**src/rtl/if_id_stage.sv**
```systemverilog
// ----------------------------------------------------------------------------
// if_id_stage
//
// Registered fetch-to-decode pipeline stage with a valid/ready handshake. It
// uses a two-entry skid buffer, so in_ready can be a registered signal and
// still sustain one instruction per cycle. Decode always sees the main entry.
// The skid entry only catches the single instruction that was accepted in the
// cycle when decode stalled.
//
// Ports:
//   clk        - clock; all state updates on the rising edge
//   reset      - asynchronous, active-high reset
//   in_valid   - fetch presents a valid instruction
//   in_ready   - stage can accept (registered, == !skid_valid)
//   in_instr   - 32-bit instruction word from fetch
//   in_pc      - PC of in_instr
//   flush      - synchronous discard of every held entry (branch/jump redirect)
//   out_valid  - main entry holds a valid instruction
//   out_ready  - decode consumes the main entry
//   out_instr  - held instruction word
//   out_pc     - held PC
//   out_opcode - out_instr[31:26]
//   out_rs     - out_instr[25:21]
//   out_rt     - out_instr[20:16]
//   out_imm16  - out_instr[15:0], the 16-bit input of the sign extender
// ----------------------------------------------------------------------------
module if_id_stage #(
  parameter int ADDR_W = 32
) (
  input  logic              clk,
  input  logic              reset,
  input  logic              in_valid,
  output logic              in_ready,
  input  logic [31:0]       in_instr,
  input  logic [ADDR_W-1:0] in_pc,
  input  logic              flush,
  output logic              out_valid,
  input  logic              out_ready,
  output logic [31:0]       out_instr,
  output logic [ADDR_W-1:0] out_pc,
  output logic [5:0]        out_opcode,
  output logic [4:0]        out_rs,
  output logic [4:0]        out_rt,
  output logic [15:0]       out_imm16
);

  // The encoding is {skid_valid, main_valid}, so both valids are plain
  // state bits. 2'b10 (skid without main) is unreachable.
  typedef enum logic [1:0] {
    S_EMPTY = 2'b00,
    S_ONE   = 2'b01,
    S_FULL  = 2'b11
  } state_t;

  state_t r_state;
  state_t w_state_next;

  logic [31:0]       r_main_instr;
  logic [ADDR_W-1:0] r_main_pc;
  logic [31:0]       r_skid_instr;
  logic [ADDR_W-1:0] r_skid_pc;

  logic w_main_valid;
  logic w_skid_valid;
  logic w_acc;
  logic w_pop;
  logic w_load_main_in;    // main <- input
  logic w_load_main_skid;  // main <- skid
  logic w_load_skid_in;    // skid <- input

  assign w_main_valid = r_state[0];
  assign w_skid_valid = r_state[1];

  // Both handshake outputs are taken straight from state bits. This gives no
  // combinational path from in_valid to out_valid or from out_ready to in_ready.
  assign in_ready  = ~w_skid_valid;
  assign out_valid = w_main_valid;

  assign w_acc = in_valid & in_ready;
  assign w_pop = w_main_valid & out_ready;

  // Next-state and data-load control
  always_comb begin
    w_state_next     = r_state;
    w_load_main_in   = 1'b0;
    w_load_main_skid = 1'b0;
    w_load_skid_in   = 1'b0;

    case (r_state)
      S_EMPTY: begin
        if (w_acc) begin
          w_load_main_in = 1'b1;
          w_state_next   = S_ONE;
        end
      end
      S_ONE: begin
        if (w_acc && w_pop) begin
          w_load_main_in = 1'b1;
        end else if (w_acc) begin
          w_load_skid_in = 1'b1;
          w_state_next   = S_FULL;
        end else if (w_pop) begin
          w_state_next = S_EMPTY;
        end
      end
      S_FULL: begin
        // in_ready is low here, so no accept can occur.
        if (w_pop) begin
          w_load_main_skid = 1'b1;
          w_state_next     = S_ONE;
        end
      end
      default: begin
        w_state_next = S_EMPTY;
      end
    endcase

    // A redirect wins over everything. Any accept in this cycle is dropped.
    // Any pop in this cycle still counts as consumed by decode.
    if (flush) begin
      w_state_next     = S_EMPTY;
      w_load_main_in   = 1'b0;
      w_load_main_skid = 1'b0;
      w_load_skid_in   = 1'b0;
    end
  end

  always_ff @(posedge clk or posedge reset) begin
    if (reset) begin
      r_state <= S_EMPTY;
    end else begin
      r_state <= w_state_next;
    end
  end

  // The data registers change only when their entry is written. A pop or a
  // flush leaves the stale data in place, because only the valids matter.
  always_ff @(posedge clk or posedge reset) begin
    if (reset) begin
      r_main_instr <= '0;
      r_main_pc    <= '0;
    end else if (w_load_main_in) begin
      r_main_instr <= in_instr;
      r_main_pc    <= in_pc;
    end else if (w_load_main_skid) begin
      r_main_instr <= r_skid_instr;
      r_main_pc    <= r_skid_pc;
    end
  end

  always_ff @(posedge clk or posedge reset) begin
    if (reset) begin
      r_skid_instr <= '0;
      r_skid_pc    <= '0;
    end else if (w_load_skid_in) begin
      r_skid_instr <= in_instr;
      r_skid_pc    <= in_pc;
    end
  end

  assign out_instr  = r_main_instr;
  assign out_pc     = r_main_pc;
  assign out_opcode = r_main_instr[31:26];
  assign out_rs     = r_main_instr[25:21];
  assign out_rt     = r_main_instr[20:16];
  assign out_imm16  = r_main_instr[15:0];

endmodule

```
**config.mk**
```make
export PLATFORM = sky130hd
export DESIGN_NAME = if_id_stage
export DESIGN_NICKNAME = d
export VERILOG_FILES = /design/src/rtl/if_id_stage.sv
export SDC_FILE = /design/constraint.sdc
export NUM_CORES = 1
export LEC_CHECK = 0
export BUFFER_PORTS_ARGS = -buffer_cell sky130_fd_sc_hd__buf_2
export CELL_PAD_IN_SITES_DETAIL_PLACEMENT = 1
export CELL_PAD_IN_SITES_GLOBAL_PLACEMENT = 1
export CORE_MARGIN = 3
export CORE_UTILIZATION = 25
export DETAILED_ROUTE_END_ITERATION = 12
export PLACE_DENSITY = 0.57
export SKIP_LAST_GASP = 1
export SYNTH_ARGS = -nofsm -noshare
export SYNTH_HDL_FRONTEND = slang
export SYNTH_SLANG_ARGS = --single-unit
```
**constraint.sdc**
```tcl
create_clock -name clk -period 9.19 [get_ports clk]
set_input_delay 1.3785 -clock clk [delete_from_list [all_inputs] [get_ports clk]]
set_output_delay 1.3785 -clock clk [all_outputs]
set_load 0.01 [all_outputs]
```
== Word-level counts from Yosys, hierarchy flattened ==
Index checks and enable logic that the tools add are counted.
Operators by class
  bitwise operators: 3
  mux-type cells: 21
  equality and inequality tests: 6
  reduce and logical (&&, ||, !) cells: 4
Operators by type and width (number)
  32-bit 2-to-1 mux: 4
  2-bit 2-to-1 mux: 6
  1-bit 2-to-1 mux: 9
  3-bit != test (second input constant): 3
  2-bit case mux with 3 select lines: 1
  4-bit != test (second input constant): 1
  4-bit AND reduction: 1
  1-bit AND: 2
  2-bit by 1-bit equality test with 1-bit output (second input constant): 1
  2-bit equality test (second input constant): 1
  2-bit logical NOT: 1
  1-bit case mux with 2 select lines: 1
  2-bit nonzero test: 1
  1-bit logical AND: 1
  1-bit inverter: 1
Storage, ports and cells
  register bits: 130
  output and inout port bits: 98
  logic and storage cells: 39
  bits of input ports: 69

== Logic depth before layout (Yosys ltp) ==
Gate-level depths: netlist of run 1.
  depth in word-level cells: 7
  depth in mapped cells: 8
  depth with buffers taken out: 6

== Worst setup path before layout of run 1 ==
OpenSTA, ideal clock, no wires.
  kind: input port to flip-flop
  start: input flush
  end: register r_skid_pc[20]
  buffers on the path: 1
  setup slack: 6.744 ns
  setup time: 0.125 ns
  stages: 4
  data required time: 9.065 ns
  data arrival time: 2.321 ns
  cells stage by stage: and4bb_4 nand2_2 clkbuf_8 mux2_2
On the way
  cells in the longest elaborated chain, start to end: 1
RTL lines
  from (decl): line 36  | input logic flush,
  1-bit 2-to-1 mux: line 120  | if (flush) begin
  to (signal assigned): line 157  | r_skid_pc <= in_pc;
  to (decl): line 61  | logic [ADDR_W-1:0] r_skid_pc;
Every way passes these cells.
A chain may end at the register's enable or synchronous reset.

== Final worst setup path of run 1 ==
  start: input flush
  end: register r_main_pc[23], in the netlist out_pc[23]
On the way
  cells in the longest elaborated chain, start to end: 2
  elaborated cells on any way between the ends: 4
  classes of those cells: 3 x mux; 1 x reduce/logical
RTL lines
  1-bit 2-to-1 mux: line 120
  32-bit 2-to-1 mux or 2-bit nonzero test (tied branches)
  to (signal assigned): line 144  | r_main_pc <= in_pc;
  to (signal assigned): line 147  | r_main_pc <= r_skid_pc;
  to (decl): line 59  | logic [ADDR_W-1:0] r_main_pc;
Several ways; a longest one is shown, not always the timed one.

==> impl_metrics.env, run 1 <==
export IMPL_outcome="finished clean"
export IMPL_synth_seq_cells=130
export IMPL_nets=670
export IMPL_whs_ns=0.5045
export IMPL_pre_cts_slack_ns=5.305
export IMPL_yosys_warnings=0
export IMPL_syn_nets=540
export IMPL_clock_latency_ns=0.41
export IMPL_grt_max_degree=77
export IMPL_holdBufCountCts=0
export IMPL_cts_tree="built"
export IMPL_cts_resized_gates=0
export IMPL_grt_pass1_vias=4581
export IMPL_core_sq_um=23610
export IMPL_grt_first_pass_wirelength_um=24120
export IMPL_clkTransAtPathRegs_ns=0.06
export IMPL_synth_area_leader_cell="dfrtp_1"
export IMPL_rsz0062_at_grt="false"
export IMPL_synth_top_cell_area_share_pct=53.83
export IMPL_vias_per_cell=4.325
export IMPL_critPathArrivalTime_ns=3.77
export IMPL_antenna_left=0
export IMPL_fin_tns_setup_ns=0
export IMPL_grt_ovfl_total=0
export IMPL_p_total_mw=2.571
export IMPL_cts_buffers=17
export IMPL_syn_area_per_cell_sq_um=12.94
export IMPL_place_congestion=0.6879
export IMPL_dp_cells=897
export IMPL_fin_crit_sh_pct=37.52
export IMPL_final_common_cell="buf_2"
export IMPL_final_cell_mix="buf_2, dfrtp_1, mux2i_1"
export IMPL_cp_start_kind="input pin"
export IMPL_wl_per_cell_um=15.68
export IMPL_yosysUniqueCellTypes=21
export IMPL_hp_class="flip-flop to flip-flop"
export IMPL_drive_gt1_share_pct=53.61
export IMPL_initial_core_util_pct=25.59
export IMPL_slew_violations=0
export IMPL_setup_viol=0
export IMPL_portBuffers=166
export IMPL_endpoint_kind="flip-flop"
export IMPL_cts_sinks=130
export IMPL_placementRows=56
export IMPL_fp_dieArea_sq_um=26070
export IMPL_dp_hpwl_um=9686
export IMPL_antenna_cells=0
export IMPL_final_area_sq_um=7446
export IMPL_cts_setup_buffers=0
export IMPL_ys_seq_area_share_pct=53.83
export IMPL_ys_top_cells_by_area="dfrtp_1, mux2_2, mux2i_1"
export IMPL_synthCells=467
export IMPL_worst_slack_ns=5.742
export IMPL_initialDrtViolationCount=87
export IMPL_syn2layout_area_growth_pct=23.21
export IMPL_post_route_min_period_ns=3.448
export IMPL_dieWidth_um=161.5
export IMPL_cp_max_fo=76
export IMPL_p_per_area_nw_per_um2=345.3
export IMPL_cap_violations=0
export IMPL_cts_buffer_depth=2
export IMPL_max_slew_margin_pct=31.03
export IMPL_finalHoldViolations=0
export IMPL_syn_area_sq_um=6043
export IMPL_power_leakage_nw=3.700
export IMPL_drt_pass1_iter_count=4
export IMPL_fmax_ghz=0.2900
export IMPL_skew_ns=0.005779
export IMPL_fin_cells=929
export IMPL_crit_type="input pin to flip-flop"
export IMPL_grt_use_total_pct=11.60
export IMPL_vdd_drop_max_v=0.00009927
export IMPL_vias=4018
export IMPL_wl_um=14560
export IMPL_route_detailed_drc=0
export IMPL_final_util_pct=31.53
export IMPL_tightestPinTransition_ns=1.035
export IMPL_place_area_sq_um=6863
export IMPL_timing_critical_path_required_ns=9.52
export IMPL_h_tree_depth=4
export IMPL_fp_dieH_um=161.5
export IMPL_cts_root_buffer="clkbuf_16"
export IMPL_io_pins=167
export IMPL_antenna_found_initial=0
[final cells by class]
class	count	area [sq um]
Multi-Input combinational cell	275	2333
Clock buffer	18	429.2
Inverter	3	16.27
Sequential cell	130	3253
Clock inverter	14	153.9
Fill cell	2648	16170
Timing Repair Buffer	170	860.8
Tap cell	319	399.1
[logic make-up (layout without fill, tap and decap cells)]
logic type,Yosys count,count (layout),synth area share (%)
compound gates,68,68,9.275
simple gates,72,72,4.866
fa+ha+maj,4,4,0.8282
mux,131,131,23.04
flops,130,130,53.83
buf+inv,62,205,8.157
[worst max-delay path, stage by stage]
cell	delay [ns]
buf_2	0.12
and4bb_4	0.26
a32oi_4	0.21
buf_4	0.57
buf_4	0.87
nor2_1	0.13
a21oi_2	0.15
[per-layer routing]
metal  up-vias  wire length (um)  track usage [%]
li1       1836                 -                -
met1      2060              6317            13.76
met2       112              7208            20.13
met3        10               898            3.847
met4         0               140            3.168
met5         -                 0                0
[registers in the layout, indices dropped and copies added (netlist names)]
name,cells
out_instr,32
out_pc,32
r_skid_instr,32
r_skid_pc,32
r_state,2
[path summary, 6_finish.rpt]
kind	endpoint	slack [ns]	depth (start not counted)	startpoint
max in group asynchronous	out_pc[22]$_DFFE_PP0P_	6.83	3	reset
worst max-delay path	out_pc[23]$_DFFE_PP0P_	5.74	7	flush
worst max register to register	out_pc[23]$_DFFE_PP0P_	6.09	7	r_state[0]$_DFFE_PP0P_
min in group asynchronous	out_pc[15]$_DFFE_PP0P_	1.05	2	reset
worst min-delay path	r_skid_instr[9]$_DFFE_PP0P_	0.50	1	r_skid_instr[9]$_DFFE_PP0P_
worst min register to register	r_skid_instr[9]$_DFFE_PP0P_	0.50	1	r_skid_instr[9]$_DFFE_PP0P_
[report_power, final]
part | total, mW | switching, mW | internal, mW
Sequential | 1.03 | 0.170 | 0.856
Combinational | 0.874 | 0.442 | 0.431
Clock | 0.671 | 0.268 | 0.403
Total | 2.57 | 0.881 | 1.69
[cells in the mapped netlist]
| library cell | instances |
|---|---|
| inv_1 | 3 |
| clkbuf_8 | 1 |
| buf_6 | 10 |
| o31ai_1 | 1 |
| buf_2 | 2 |
| clkbuf_4 | 3 |
| nand3_1 | 1 |
| a21oi_2 | 56 |
| mux2i_1 | 66 |
| nand2_2 | 1 |
| a211o_1 | 1 |
| nor2b_1 | 3 |
| a21oi_1 | 9 |
| nand2_1 | 2 |
| a32oi_1 | 1 |
| nor2_1 | 64 |
| and4bb_4 | 1 |
| buf_4 | 43 |
| mux2_2 | 65 |
| dfrtp_1 | 130 |
| ha_1 | 4 |
(Power assumes the default switching activity.)
==> run 2: changes to the inputs <==
==> constraint.sdc (replaced) <==
create_clock -name clk -period 3.3 [get_ports clk]
set_input_delay 0.495 -clock clk [delete_from_list [all_inputs] [get_ports clk]]
set_output_delay 0.495 -clock clk [all_outputs]
set_load 0.01 [all_outputs]
==> impl_metrics.env, run 2 (synthesis results as in run 1) <==
export IMPL_outcome="finished clean"
export IMPL_cp_max_fo=34
export IMPL_setup_viol=0
export IMPL_final_area_sq_um=7532
export IMPL_drt_pass1_iter_count=4
export IMPL_initial_core_util_pct=25.59
export IMPL_grt_max_degree=67
export IMPL_fin_tns_setup_ns=0
export IMPL_wl_per_cell_um=16.25
export IMPL_nets=673
export IMPL_whs_ns=0.1745
export IMPL_power_frac_seq_pct=40.0
export IMPL_endpoint_kind="flip-flop"
export IMPL_cts_root_buffer="clkbuf_16"
export IMPL_fin_crit_sh_pct=68.85
export IMPL_hp_class="input pin to async pin"
export IMPL_place_congestion=0.7104
export IMPL_clock_latency_ns=0.41
export IMPL_cts_buffers=17
export IMPL_grt_use_total_pct=11.85
export IMPL_cp_cell_sequence="ha_1, and4bb_4, nand2_4, buf_12, mux2_2"
export IMPL_r2r_start="r_state[0]$_DFFE_PP0P_"
export IMPL_cts_setup_buffers=0
export IMPL_slowest_stage="dfrtp_1"
export IMPL_worst_path_buf_inv=1
export IMPL_fmax_ghz=0.4401
export IMPL_antenna_left=0
export IMPL_tightestPinTransition_ns=0.6339
export IMPL_clkTransAtPathRegs_ns=0.06
export IMPL_max_slew_margin_pct=57.65
export IMPL_initialDrtViolationCount=147
export IMPL_p_per_area_nw_per_um2=953.0
export IMPL_cts_tree="built"
export IMPL_final_util_pct=31.90
export IMPL_place_area_sq_um=6959
export IMPL_worst_slack_ns=1.028
export IMPL_grt_first_pass_wirelength_um=24350
export IMPL_max_stage_delay_ns=0.50
export IMPL_io_pins=167
export IMPL_post_route_min_period_ns=2.272
export IMPL_grt_pass1_vias=4491
export IMPL_finalHoldViolations=0
export IMPL_holdBufCountCts=0
export IMPL_placementRows=56
export IMPL_pre_cts_slack_ns=1.002
export IMPL_syn2layout_area_growth_pct=24.64
export IMPL_switching_share_pct=35.10
export IMPL_cts_sinks=130
export IMPL_dieWidth_um=161.5
export IMPL_antenna_found_initial=2
export IMPL_internal_power_mw=4.659
export IMPL_cpLargestDelayFamily="simple AND/OR/NAND/NOR gates"
export IMPL_final_cell_mix="buf_2, dfrtp_1, mux2i_1"
export IMPL_vias=4020
export IMPL_cts_buffer_depth=2
export IMPL_h_tree_depth=4
export IMPL_cap_violations=0
export IMPL_crit_type="flip-flop to flip-flop"
export IMPL_timing_critical_path_required_ns=3.60
export IMPL_p_total_mw=7.178
export IMPL_core_sq_um=23610
export IMPL_portBuffers=166
export IMPL_cp_startpoint="r_state[0]$_DFFE_PP0P_"
export IMPL_slew_violations=0
export IMPL_antenna_cells=0
export IMPL_dp_hpwl_um=10500
export IMPL_cts_resized_gates=0
export IMPL_critPathArrivalTime_ns=2.57
export IMPL_p_switching_mw=2.520
export IMPL_fp_dieH_um=161.5
export IMPL_fin_cells=932
export IMPL_pwr_share_comb_pct=34.3
export IMPL_wl_um=15150
export IMPL_skew_ns=0.007062
export IMPL_clkPwrFrac_pct=25.7
export IMPL_cp_start_kind="flip-flop"
export IMPL_final_common_cell="buf_2"
export IMPL_route_detailed_drc=0
export IMPL_vias_per_cell=4.313
export IMPL_power_leakage_nw=3.729
export IMPL_drive_gt1_share_pct=54.00
export IMPL_rsz0062_at_grt="false"
export IMPL_fp_dieArea_sq_um=26070
export IMPL_dp_cells=900
export IMPL_grt_ovfl_total=0
export IMPL_vdd_drop_max_v=0.0002589
run 2: cell types whose count changed in the layout (fill, tap and decap cells not counted), sizes merged:
cell      before  now
clkinv         5    1
inv            7    9
clkbuf        18   17
bufinv         2    1
clkinvlp       3    7
buf          170  173
run 2: worst register-to-register path: stages (launching register included):
cell and delay (ns):
dfrtp_1 0.50, ha_1 0.30, and4bb_4 0.24, nand2_4 0.42
buf_12 0.32, mux2_2 0.38
run 2: final timing paths:
kind | endpoint | slack (ns) | depth (start not counted)
max | r_skid_pc[6]$_DFFE_PP0P_ | 1.03 | 5
min | out_pc[27]$_DFFE_PP0P_ | 0.17 | 2
max reg2reg | r_skid_pc[6]$_DFFE_PP0P_ | 1.03 | 5
min reg2reg | r_skid_instr[31]$_DFFE_PP0P_ | 0.51 | 1
max in group asynchronous | r_skid_pc[12]$_DFFE_PP0P_ | 2.21 | 3
min in group clk | r_skid_pc[7]$_DFFE_PP0P_ | 0.33 | 2
run 2: routing by layer:
| metal | share of wire, % | track usage (%) |
|---|---|---|
| met3 | 7.2 | 4.386 |
| met1 | 43 | 14.13 |
| met5 | 0.11 | 0 |
| met2 | 48 | 19.84 |
| met4 | 1.7 | 3.872 |
run 2: cell type report:
class | instances | area [sq um]
clock buffer | 17 | 425.4
inverter | 3 | 15.01
sequential | 130 | 3253
tap | 319 | 399.1
multi-input combinational | 275 | 2333
clock inverter | 15 | 147.6
fill | 2630 | 16080
timing repair buffer | 173 | 958.4
run 2: power by group through the flow:
stage / registers [mW] / logic, mW / clock network [mW]
after floorplan: 2.96 / 1.70 / 0
after global placement: 2.85 / 2.42 / 0
after detailed placement: 2.91 / 2.51 / 0
after CTS: 2.88 / 2.51 / 1.91
after global routing: 2.99 / 2.70 / 1.99
final: 2.87 / 2.46 / 1.84
==> run 3: changes to the inputs <==
--- a/config.mk
+++ b/config.mk
@@ -11,7 +11,7 @@
 export CORE_MARGIN = 3
 export CORE_UTILIZATION = 25
 export DETAILED_ROUTE_END_ITERATION = 12
-export PLACE_DENSITY = 0.57
+export PLACE_DENSITY = 0.59
 export SKIP_LAST_GASP = 1
 export SYNTH_ARGS = -nofsm -noshare
 export SYNTH_HDL_FRONTEND = slang
==> constraint.sdc (replaced) <==
create_clock -name clk -period 1.9 [get_ports clk]
set_input_delay 0.285 -clock clk [delete_from_list [all_inputs] [get_ports clk]]
set_output_delay 0.285 -clock clk [all_outputs]
set_load 0.01 [all_outputs]
==> impl_metrics.env, run 3 (synthesis results as in run 1) <==
export IMPL_outcome="finished clean"
export IMPL_final_common_cell="buf_2"
export IMPL_hold_path_depth=2
export IMPL_vias=4089
export IMPL_finalHoldViolations=0
export IMPL_grt_max_degree=69
export IMPL_cp_start_kind="flip-flop"
export IMPL_timing_rr_end="out_pc[10]$_DFFE_PP0P_"
export IMPL_cpLargestDelayFamily="simple AND/OR/NAND/NOR gates"
export IMPL_fp_dieH_um=161.5
export IMPL_p_per_area_nw_per_um2=1633
export IMPL_timing_critical_path_required_ns=2.19
export IMPL_r2r_slack_ns=0.08
export IMPL_worst_path_buf_inv=3
export IMPL_wl_um=15210
export IMPL_max_stage_delay_ns=0.38
export IMPL_dp_cells=907
export IMPL_vias_per_cell=4.318
export IMPL_hold_start="in_instr[5]"
export IMPL_cp_max_fo=31
export IMPL_wl_per_cell_um=16.06
export IMPL_fp_dieArea_sq_um=26070
export IMPL_drt_pass1_iter_count=4
export IMPL_seq_area_sq_um=3253
export IMPL_core_sq_um=23610
export IMPL_fin_crit_sh_pct=95.64
export IMPL_initial_core_util_pct=25.59
export IMPL_slew_violations=0
export IMPL_syn2layout_area_growth_pct=27.64
export IMPL_cts_root_buffer="clkbuf_16"
export IMPL_initialDrtViolationCount=105
export IMPL_drive_gt1_share_pct=55.10
export IMPL_grt_pass1_vias=4485
export IMPL_cts_buffers=17
export IMPL_placementRows=56
export IMPL_fin_cells=947
export IMPL_rr_worst_depth=8
export IMPL_antenna_cells=0
export IMPL_final_cell_mix="buf_2, dfrtp_1, mux2i_1"
export IMPL_io_pins=167
export IMPL_dieWidth_um=161.5
export IMPL_grt_use_total_pct=11.88
export IMPL_power_leakage_nw=3.848
export IMPL_grt_first_pass_wirelength_um=24610
export IMPL_portBuffers=166
export IMPL_clock_latency_ns=0.41
export IMPL_dp_hpwl_um=10180
export IMPL_crit_type="flip-flop to flip-flop"
export IMPL_post_route_min_period_ns=1.817
export IMPL_cts_tree="built"
export IMPL_vdd_drop_max_v=0.0006271
export IMPL_max_slew_margin_pct=71.89
export IMPL_fillCellCount=2623
export IMPL_skew_ns=0.008412
export IMPL_hp_class="input pin to flip-flop"
export IMPL_rsz0062_at_grt="false"
export IMPL_fmax_ghz=0.5503
export IMPL_multi_input_area_sq_um=2338
export IMPL_cp_cell_sequence="inv_1, ha_2, and4bb_4, a32oi_4, buf_4, buf_12, nor2_1, a21oi_2"
export IMPL_r2r_start="r_state[1]$_DFFE_PP0P_"
export IMPL_hold_end="r_skid_instr[5]$_DFFE_PP0P_"
export IMPL_cts_buffer_depth=2
export IMPL_route_detailed_drc=0
export IMPL_setup_viol=0
export IMPL_cts_sinks=130
export IMPL_slowest_stage="dfrtp_1"
export IMPL_place_congestion=0.7149
export IMPL_p_total_mw=12.59
export IMPL_antenna_left=0
export IMPL_endpoint_kind="flip-flop"
export IMPL_clkTransAtPathRegs_ns=0.06
export IMPL_critPathArrivalTime_ns=2.10
export IMPL_grt_ovfl_total=0
export IMPL_antenna_found_initial=0
export IMPL_cap_violations=0
export IMPL_h_tree_depth=4
export IMPL_tightestPinTransition_ns=0.4181
export IMPL_nets=688
## run 3: cell types whose count changed in the layout (fill, tap and decap cells not counted), moves of 2 or more
cell / delta
buf_12: +4
buf_4: +9
clkbuf_8: +2
clkinv_4: +4
clkinvlp_4: -6
inv_6: -5
clkinv_2: +5
## run 3: per-stage QoR
step                      util (%)  setup TNS [ns]  hold slack, ns  area, sq um  setup WS, ns
after floorplan                  -               0          0.4355         6047      0.005778
after CTS                    32.52               0         0.09377         7679       0.05407
after global routing         32.67               0          0.1074         7714      0.001229
final                        32.67               0          0.1150         7714       0.08288
after global placement       29.91               0          0.1994         7062        0.1041
after detailed placement     29.91       -0.009351          0.2006         7062     -0.006421
## run 3: per-layer routing
layer / vias to the layer above / global-route usage [%] / routed length (um)
met5: - / 0 / 0
met3: 10 / 4.104 / 1082
met4: 0 / 3.285 / 138
met1: 2072 / 14.61 / 6551
met2: 126 / 19.88 / 7432
li1: 1881 / - / -
## run 3: repair_timing
| action | in CTS | in global routing |
|---|---|---|
| setup endpoints to repair | 8 | 8 |
| setup buffers | 2 | 4 |
| pin swaps | 1 | 0 |
| gates cloned | 1 | 0 |
| hold buffers | 1 | 0 |
| gates resized for setup | 1 | 2 |
| endpoints found under the hold margin | 2 | 0 |
## run 3: area by class of cell
| type | instances | area share [%] |
|---|---|---|
| clock buffer | 20 | 5.921 |
| clock inverter | 12 | 1.395 |
| inverter | 3 | 0.1946 |
| tap | 319 | 5.174 |
| sequential | 130 | 42.17 |
| timing repair buffer | 188 | 14.83 |
| multi-input combinational | 275 | 30.32 |
## run 3: power by group
| part | switching [mW] | internal (mW) |
|---|---|---|
| sequential | 0.800 | 4.14 |
| combinational | 2.24 | 2.26 |
| clock | 1.29 | 1.87 |
## run 3: how the worst max path moves through the flow
stage                      startpoint                        end  slack [ns]  cells past startpoint
3_3_place_gp   r_state[0]$_DFFE_PP0P_     out_pc[14]$_DFFE_PP0P_        0.10                      6
2_1_floorplan                   reset   out_instr[0]$_DFFE_PP0P_       0.006                      1
3_5_place_dp   r_state[0]$_DFFE_PP0P_      out_pc[0]$_DFFE_PP0P_      -0.006                      6
4_1_cts        r_state[0]$_DFFE_PP0P_  out_instr[28]$_DFFE_PP0P_        0.05                      6
5_1_grt        r_state[1]$_DFFE_PP0P_     out_pc[23]$_DFFE_PP0P_       0.001                      8
6_report       r_state[1]$_DFFE_PP0P_     out_pc[10]$_DFFE_PP0P_        0.08                      8
